`src/rtl/mem_port_arbiter.sv`:
```
`default_nettype none
//==============================================================================
// Module   : mem_port_arbiter
// Purpose  : Arbitrates one single-ported unified instruction/data memory
//            between the fetch stage (IF) and the memory stage (DM). Each
//            access is a fixed-latency transaction. A global stall is raised
//            while either requester is waiting.
// Revision : 1.0 - initial release
//
// Optional feature (macro MEM_ARB_PERF_CNT_EN):
//   When defined, adds saturating 32-bit wait-cycle counters perf_if_wait_o
//   and perf_dm_wait_o. When undefined, those ports and counters do not exist.
//
// Ports:
//   clk_i        : clock, rising edge
//   rst_ni       : asynchronous active-low reset
//   if_req_i     : fetch read request, held until if_valid_o
//   if_addr_i    : fetch address
//   if_rdata_o   : fetched instruction (held until the next IF completion)
//   if_valid_o   : one-cycle IF completion pulse
//   dm_req_i     : data request, held until dm_valid_o
//   dm_we_i      : 1 = write, 0 = read
//   dm_addr_i    : data address
//   dm_wdata_i   : write data
//   dm_be_i      : byte enables
//   dm_rdata_o   : load data (held until the next DM read completion)
//   dm_valid_o   : one-cycle DM completion pulse (reads and writes)
//   mem_en_o     : memory access strobe (one cycle per transaction)
//   mem_we_o     : memory write enable
//   mem_addr_o   : memory address
//   mem_wdata_o  : memory write data
//   mem_be_o     : memory byte enables
//   mem_rdata_i  : memory read data, valid MEM_LATENCY cycles after mem_en_o
//   stall_o      : pipeline stall
//   perf_if_wait_o / perf_dm_wait_o : wait-cycle counters (optional)
//==============================================================================
module mem_port_arbiter #(
   parameter int DATA_WIDTH   = 32,
   parameter int ADDR_WIDTH   = 32,
   parameter int MEM_LATENCY  = 2,
   parameter int STARVE_LIMIT = 4
) (
   input  logic                  clk_i,
   input  logic                  rst_ni,
   input  logic                  if_req_i,
   input  logic [ADDR_WIDTH-1:0] if_addr_i,
   output logic [DATA_WIDTH-1:0] if_rdata_o,
   output logic                  if_valid_o,
   input  logic                  dm_req_i,
   input  logic                  dm_we_i,
   input  logic [ADDR_WIDTH-1:0] dm_addr_i,
   input  logic [DATA_WIDTH-1:0] dm_wdata_i,
   input  logic [3:0]            dm_be_i,
   output logic [DATA_WIDTH-1:0] dm_rdata_o,
   output logic                  dm_valid_o,
   output logic                  mem_en_o,
   output logic                  mem_we_o,
   output logic [ADDR_WIDTH-1:0] mem_addr_o,
   output logic [DATA_WIDTH-1:0] mem_wdata_o,
   output logic [3:0]            mem_be_o,
   input  logic [DATA_WIDTH-1:0] mem_rdata_i,
`ifdef MEM_ARB_PERF_CNT_EN
   output logic [31:0]           perf_if_wait_o,
   output logic [31:0]           perf_dm_wait_o,
`endif
   output logic                  stall_o
);

   localparam int CNT_W = $clog2(MEM_LATENCY + 1);
   localparam int STV_W = $clog2(STARVE_LIMIT + 1);

   typedef enum logic [1:0] {
      IDLE    = 2'd0,
      BUSY_IF = 2'd1,
      BUSY_DM = 2'd2
   } state_e;

   state_e                state_q;
   logic [CNT_W-1:0]      cnt_q;
   logic [STV_W-1:0]      starve_q;
   logic                  dm_wr_q;
   logic                  if_valid_q;
   logic                  dm_valid_q;
   logic [DATA_WIDTH-1:0] if_rdata_q;
   logic [DATA_WIDTH-1:0] dm_rdata_q;

   logic if_elig_d;
   logic dm_elig_d;
   logic starve_hit_d;
   logic grant_if_d;
   logic grant_dm_d;

   // A port is masked in its own ack cycle: its req is still high there
   // but belongs to the transaction that is just completing.
   assign if_elig_d    = if_req_i & ~if_valid_q;
   assign dm_elig_d    = dm_req_i & ~dm_valid_q;
   assign starve_hit_d = (starve_q == STV_W'(STARVE_LIMIT));

   // DM has priority except when IF has been passed over STARVE_LIMIT times.
   assign grant_dm_d = (state_q == IDLE) & dm_elig_d & ~(starve_hit_d & if_elig_d);
   assign grant_if_d = (state_q == IDLE) & if_elig_d & ~grant_dm_d;

   // Memory command is driven combinationally in the grant cycle only.
   always_comb begin
      mem_en_o    = 1'b0;
      mem_we_o    = 1'b0;
      mem_addr_o  = '0;
      mem_wdata_o = '0;
      mem_be_o    = 4'h0;
      if (grant_dm_d) begin
         mem_en_o    = 1'b1;
         mem_we_o    = dm_we_i;
         mem_addr_o  = dm_addr_i;
         mem_wdata_o = dm_wdata_i;
         mem_be_o    = dm_be_i;
      end else if (grant_if_d) begin
         mem_en_o    = 1'b1;
         mem_addr_o  = if_addr_i;
         mem_be_o    = 4'hF;
      end
   end

   always_ff @(posedge clk_i or negedge rst_ni) begin
      if (!rst_ni) begin
         state_q    <= IDLE;
         cnt_q      <= '0;
         starve_q   <= '0;
         dm_wr_q    <= 1'b0;
         if_valid_q <= 1'b0;
         dm_valid_q <= 1'b0;
         if_rdata_q <= '0;
         dm_rdata_q <= '0;
      end else begin
         if_valid_q <= 1'b0;
         dm_valid_q <= 1'b0;
         case (state_q)
            IDLE: begin
               if (grant_dm_d) begin
                  state_q <= BUSY_DM;
                  cnt_q   <= CNT_W'(MEM_LATENCY);
                  dm_wr_q <= dm_we_i;
                  // Bounded: with starve_q at the limit and IF eligible,
                  // IF wins, so this increment never exceeds the limit.
                  starve_q <= if_elig_d ? (starve_q + STV_W'(1)) : '0;
               end else if (grant_if_d) begin
                  state_q  <= BUSY_IF;
                  cnt_q    <= CNT_W'(MEM_LATENCY);
                  starve_q <= '0;
               end
            end
            BUSY_IF: begin
               cnt_q <= cnt_q - CNT_W'(1);
               // cnt_q == 1 marks cycle T+MEM_LATENCY, when mem_rdata is valid.
               if (cnt_q == CNT_W'(1)) begin
                  if_rdata_q <= mem_rdata_i;
                  if_valid_q <= 1'b1;
                  state_q    <= IDLE;
               end
            end
            BUSY_DM: begin
               cnt_q <= cnt_q - CNT_W'(1);
               if (cnt_q == CNT_W'(1)) begin
                  if (!dm_wr_q) begin
                     dm_rdata_q <= mem_rdata_i;
                  end
                  dm_valid_q <= 1'b1;
                  state_q    <= IDLE;
               end
            end
            default: begin
               state_q <= IDLE;
            end
         endcase
      end
   end

   assign if_valid_o = if_valid_q;
   assign dm_valid_o = dm_valid_q;
   assign if_rdata_o = if_rdata_q;
   assign dm_rdata_o = dm_rdata_q;
   assign stall_o    = (if_req_i & ~if_valid_q) | (dm_req_i & ~dm_valid_q);

`ifdef MEM_ARB_PERF_CNT_EN
   logic [31:0] perf_if_q;
   logic [31:0] perf_dm_q;

   always_ff @(posedge clk_i or negedge rst_ni) begin
      if (!rst_ni) begin
         perf_if_q <= '0;
         perf_dm_q <= '0;
      end else begin
         if (if_req_i && !if_valid_q && !(&perf_if_q)) begin
            perf_if_q <= perf_if_q + 32'd1;
         end
         if (dm_req_i && !dm_valid_q && !(&perf_dm_q)) begin
            perf_dm_q <= perf_dm_q + 32'd1;
         end
      end
   end

   assign perf_if_wait_o = perf_if_q;
   assign perf_dm_wait_o = perf_dm_q;
`endif

endmodule
`default_nettype wire
```
`config.mk`:
```
export PLATFORM = sky130hd
export DESIGN_NAME = mem_port_arbiter
export DESIGN_NICKNAME = d
export VERILOG_FILES = /design/src/rtl/mem_port_arbiter.sv
export SDC_FILE = /design/constraint.sdc
export NUM_CORES = 1
export LEC_CHECK = 0
export CORE_MARGIN = 5
export CORE_UTILIZATION = 26
export CTS_BUF_LIST = sky130_fd_sc_hd__clkbuf_2
export DETAILED_ROUTE_END_ITERATION = 8
export SLEW_MARGIN = 20
export SYNTH_ARGS = -nofsm -noshare
export SYNTH_HDL_FRONTEND = slang
export SYNTH_SLANG_ARGS = --single-unit
```
`constraint.sdc`:
```
create_clock -name clk_i -period 3.3 [get_ports clk_i]
set_clock_uncertainty 0.05 [all_clocks]
set_input_delay 0.99 -clock clk_i [delete_from_list [all_inputs] [get_ports clk_i]]
set_output_delay 0.99 -clock clk_i [all_outputs]
set_load 0.02 [all_outputs]
```
# Word-level counts from Yosys, hierarchy flattened
# Cells that the tools add are included.
# Widths: inputs -> output; s select.
dict set report classes {
  n_addsub 2
  n_eq_ne 6
  n_mux 21
  bitwise 13
  reduce_logical 10
}
# cell count
set ops {}
lappend ops {{$mux 32} 3}
lappend ops {{$mux 2} 5}
lappend ops {{$reduce_and 2->1} 5}
lappend ops {{$mux 3} 3}
lappend ops {{$mux 4} 2}
lappend ops {{$pmux 2 s2} 2}
lappend ops {{$and 1x1->1} 7}
lappend ops {{$mux 1} 6}
lappend ops {{$not 1->1} 5}
lappend ops {{$eq 2x1->1 const B} 2}
lappend ops {{$reduce_bool 2->1} 2}
lappend ops {{$add 3x1->3 const B} 1}
lappend ops {{$eq 3x3->1 const B} 1}
lappend ops {{$ne 3x3->1 const B} 1}
lappend ops {{$reduce_and 3->1} 1}
lappend ops {{$eq 2x2->1 const B} 1}
lappend ops {{$logic_not 2->1} 1}
lappend ops {{$ne 2x1->1 const B} 1}
lappend ops {{$reduce_or 2->1} 1}
lappend ops {{$sub 2x1->2 const B} 1}
lappend ops {{$or 1x1->1} 1}
dict set report word_totals {
  reg_bits 74
  input_bits 137
  output_inout_bits 137
  wordCells 60
}

# Logic depth before layout (Yosys ltp)
# Gate-level depths: netlist of run 1.
dict set report logic_depth {
  depth_word 10
  ltp_mapped 7
  mapped_depth_nobuf 6
}

# Worst setup path after synthesis of run 1
# No wires, ideal clock.
dict set report synth_timing {
  path_kind {input to output}
  from {input port if_req_i}
  to {output port mem_addr_o[3]}
  arrival_ps 2093
  required_time_ps 2260
  path_slack_ps 167
  path_stages 5
  path_cell_list {nor2b_4 -> a31o_1 -> buf_6 -> buf_6 -> mux2i_1}
}
dict set report synth_via {
  elab_chain_cells 8
}
# item line_no
set synth_lines {}
lappend synth_lines {{from (decl)} 45} ;# input logic if_req_i,
lappend synth_lines {{$and 1x1->1 (*)} 95} ;# assign if_elig_d = if_req_i & ~if_valid_q;
lappend synth_lines {{$and 1x1->1} 100} ;# assign grant_dm_d = (state_q == IDLE) & dm_elig_d & ~(starve_hit_d & if_elig_d);
lappend synth_lines {{$not 1->1} 100}
lappend synth_lines {{$and 1x1->1} 100}
lappend synth_lines {{$not 1->1} 101} ;# assign grant_if_d = (state_q == IDLE) & if_elig_d & ~grant_dm_d;
lappend synth_lines {{$and 1x1->1} 101}
lappend synth_lines {{$mux 32} 116} ;# end else if (grant_if_d) begin
lappend synth_lines {{$mux 32 (*)} 110} ;# if (grant_dm_d) begin
lappend synth_lines {{to (decl)} 58} ;# output logic [ADDR_WIDTH-1:0] mem_addr_o,
# Every way passes the cells marked *; elsewhere a longest branch is shown, timed or not.

# Final worst setup path of run 1
dict set report layout_timing {
  from {input port dm_req_i}
  to {output port mem_addr_o[17]}
}
dict set report layout_via {
  elab_chain_cells 7
}
# item line_no
set layout_lines {}
lappend layout_lines {{from (decl)} 49} ;# input logic dm_req_i,
lappend layout_lines {{$and 1x1->1 (*)} 96} ;# assign dm_elig_d = dm_req_i & ~dm_valid_q;
lappend layout_lines {{$and 1x1->1 (*) (2 in a row)} 100}
lappend layout_lines {{$not 1->1} 101}
lappend layout_lines {{$and 1x1->1} 101}
lappend layout_lines {{$mux 32} 116}
lappend layout_lines {{$mux 32 (*)} 110}
# Marks and branches as above.

==> results of run 1 <==
-- metal layers --
layer / vias to the layer above / wire, µm / GRT usage [%] / part of all wire (%)
met4: 0 / 314 / 5.66 / 2.1
met2: 182 / 7360 / 28.0 / 50
met1: 1723 / 5460 / 17.4 / 37
li1: 1734 / - / - / -
met3: 24 / 1590 / 7.40 / 11
met5: - / 0 / 0 / 0
-- path summary, 6_finish.rpt --
check,startpoint,endpoint,slack (ps),cells past startpoint
max in group asynchronous,rst_ni,if_rdata_o[23]$_DFFE_PN0P_,2490,2
setup / recovery,dm_req_i,mem_addr_o[17],80,7
min in group clk_i,dm_rdata_o[31]$_DFFE_PN0P_,dm_rdata_o[31]$_DFFE_PN0P_,480,1
hold reg to reg,dm_rdata_o[31]$_DFFE_PN0P_,dm_rdata_o[31]$_DFFE_PN0P_,480,1
hold / removal,rst_ni,dm_rdata_o[26]$_DFFE_PN0P_,410,2
setup reg to reg,state_q[1]$_DFFE_PN0P_,dm_rdata_o[17]$_DFFE_PN0P_,1240,7
-- power groups by stage --
stage,registers (mW),clock network (mW),logic (mW)
floorplan,2.08,0,1.33
global placement,1.57,0,3.61
detailed placement,1.60,0,3.63
CTS,1.58,0.616,3.74
global route,1.63,0.668,4.02
finish,1.57,0.593,3.78
-- flip-flops by register name (all words and copies together), names as in the netlist --
register and count:
starve_q 3, if_valid_o 1, dm_valid_o 1, if_rdata_o 32, state_q 2, dm_wr_q 1, dm_rdata_o 32, cnt_q 2
-- area by class of cell --
| cell class | instances | area share, % |
|---|---|---|
| Tap cell | 184 | 3.22 |
| Multi-Input combinational cell | 207 | 25.5 |
| Clock inverter | 7 | 1.30 |
| Inverter | 40 | 2.10 |
| Clock buffer | 9 | 0.630 |
| Sequential cell | 74 | 25.9 |
| Timing Repair Buffer | 310 | 41.4 |
-- per-stage QoR --
step | util [%] | cell area, µm²
6_report | 49.0 | 7150
5_1_grt | 49.0 | 7150
4_1_cts | 48.3 | 7050
3_5_place_dp | 47.4 | 6910
3_3_place_gp | 47.4 | 6910
2_1_floorplan | - | 3890
-- worst reg2reg max path, stage by stage, from the launching register on --
cell,delay [ps]
dfrtp_1,440
buf_4,140
buf_4,130
ha_1,180
and2_1,160
nand2b_1,70
buf_4,390
mux2_2,420
-- cell families after synthesis --
logic type | Yosys count
AO/OA/AOI/OAI | 17
adder cells (fa/ha/maj) | 6
buffers and inverters | 59
flip-flops | 74
multiplexers | 98
AND/OR/NAND/NOR | 86
-- repair_timing --
item,in CTS,in global routing
hold buffers,0,0
setup endpoints to repair,71,69
setup buffers,9,7
resized for setup,322,48
pin swaps,4,2
gates cloned,4,1
-- synth_stat cells --
cell type / number / area [µm²]
inv_1: 40 / 150
buf_8: 2 / 30.0
a21oi_1: 1 / 5.00
a31oi_4: 1 / 21.3
o22ai_1: 2 / 12.5
buf_2: 8 / 40.0
o32ai_1: 1 / 8.76
a41o_1: 1 / 10.0
nand2_1: 37 / 139
clkbuf_1: 3 / 11.3
mux2i_1: 32 / 320
o21a_1: 3 / 22.5
o21ai_0: 1 / 5.00
a31o_1: 1 / 8.76
mux2_2: 64 / 721
nand2b_1: 4 / 25.0
nor3_1: 2 / 10.0
buf_6: 5 / 56.3
nand3b_4: 1 / 20.0
a32o_1: 2 / 20.0
nor2_1: 1 / 3.75
mux2_1: 2 / 22.5
dfrtp_1: 74 / 1850
a22o_1: 1 / 8.76
a21oi_2: 1 / 8.76
ha_1: 6 / 75.1
and2_1: 34 / 213
nand3b_1: 1 / 7.51
nand3_1: 1 / 5.00
nor4b_1: 1 / 8.76
nor2b_4: 1 / 13.8
nor2b_1: 2 / 12.5
clkbuf_2: 1 / 5.00
and3b_1: 1 / 8.76
a31oi_1: 2 / 12.5
==> out/qor.txt, run 1 <==
Status -> complete, no violations
DR vias -> 3663
CP max FO -> 5
Initial antenna violation count -> 0
Slew of the pin with the lowest slew margin -> 506 ps
Max Cap Violations -> 0
Largest net degree at the start of global routing -> 75
Flops & latches, synth -> 74
Drt drc -> 0
Clk pin slew, worst setup/hold paths -> 230 ps
Synth Area in Compound Gates -> 3.70%
Share of layout cells above drive strength 1 -> 32.5%
Seq/Total Area, Yosys -> 47.6%
Fmax -> 0.310 GHz
Setup ws final -> 75.1 ps
Gr usage total -> 16.2%
Syn. warnings -> 0
Worst relative slew slack -> 66.3%
Vias in the first global route -> 3968
Initial DRC count -> 84
Synth-to-layout area growth -> 83.6%
Post-DP HPWL -> 11000 µm
Setup CP Type -> in -> out
Pre-antenna DRT Iters -> 4
Clock tree from TritonCTS -> yes
CP Data Arrival Time -> 2180 ps
Antenna-violating nets left -> 0
Core Rows -> 44
RSZ-0062 raised after global routing -> true
Crit-path max cell delay -> 260 ps
Top Ports -> 274
TritonCTS buffer count -> 9
Worst Hold Slack -> 410 ps
Critical path, cell by cell -> dlygate4sd2_1 > nand3b_4 > a31o_4 > buf_6 > buf_8 > mux2i_2 > buf_4
Sink Count -> 74
FF/Latch Area -> 1850 µm²
Syn Nets -> 483
Area taken by multi-input logic gates -> 1820 µm²
Multiplexer area fraction after synthesis -> 27.3%
Pleak -> 3.38 nW
Die ar. -> 17500 µm²
Top Family by Delay on Critical Path -> buffers and inverters
H-tree depth -> 3
Crit-path slowest cell -> dlygate4sd2_1
Starting Density -> 26.7%
N_diodes -> 0
Comb power frac -> 63.5%
CP bufs+invs -> 4
Switching share of power -> 40.1%
Peak VDD IR -> 0.488 mV
Clk_lat worst skew -> 520 ps
Power Total -> 5.94 mW
Commonest non-fill, non-tap cell in the layout -> clkdlybuf4s50_1
Net Sw Power -> 2.38 mW
Post-Synth Adder-Cell Area -> 1.93%
IO Port Bufs -> 273
Main combinational cell family by area after synthesis -> multiplexers
Simple-gate area share of the yosys netlist -> 12.0%
Clock period minus worst slack -> 3220 ps
GP Congestion -> 0.825
Sequential power share -> 26.5%
Fin. Hold Viols -> 0
Pwr dens -> 831 nW/µm²
Synth Instances -> 340
Pint -> 3.56 mW
Fin nets -> 785
Fin Setup TNS -> 0 ps
Vias per cell -> 4.41
Die width -> 132 µm
Hold Crit Class -> in -> async
Cell Area, Synth -> 3890 µm²
Global-route wire length before repair -> 22600 µm
Fin cells -> 831
Root Buffer -> clkbuf_2
Clock network fraction of total power -> 10.0%
Avg Inst Size Synth -> 11.5 µm²
Data required, critical path -> 2260 ps
Most frequent cells in the layout -> clkdlybuf4s50_1 (200), dfrtp_1 (74), mux2_2 (65)
Clk buf depth -> 2
Chip height -> 132 µm
CP endpoint kind -> output port
WL final -> 14700 µm
Period utilization -> 97.7%
Critical path launch point type -> primary input
Setup-failing EPs final -> 0
Dpl cells -> 797
Remaining Overflow, GRT -> 0
XOR/XNOR share of the synthesized area -> 0%
Unique cell type count in the Yosys netlist -> 35
Pins Over Slew Limit -> 0
Wire per inst -> 17.7 µm
Dpl ws -> -737 ps
Fillers -> 1316
Core area -> 14600 µm²
Power figures use the tool's default switching activity.
==> run 2, diff against run 1 <==
--- a/config.mk
+++ b/config.mk
@@ -9,6 +9,7 @@
 export CORE_UTILIZATION = 26
 export CTS_BUF_LIST = sky130_fd_sc_hd__clkbuf_2
 export DETAILED_ROUTE_END_ITERATION = 8
+export SKIP_LAST_GASP = 1
 export SLEW_MARGIN = 20
 export SYNTH_ARGS = -nofsm -noshare
 export SYNTH_HDL_FRONTEND = slang
==> results of run 2 <==
No change in the layout: final DEF, timing and power equal those of run 1.
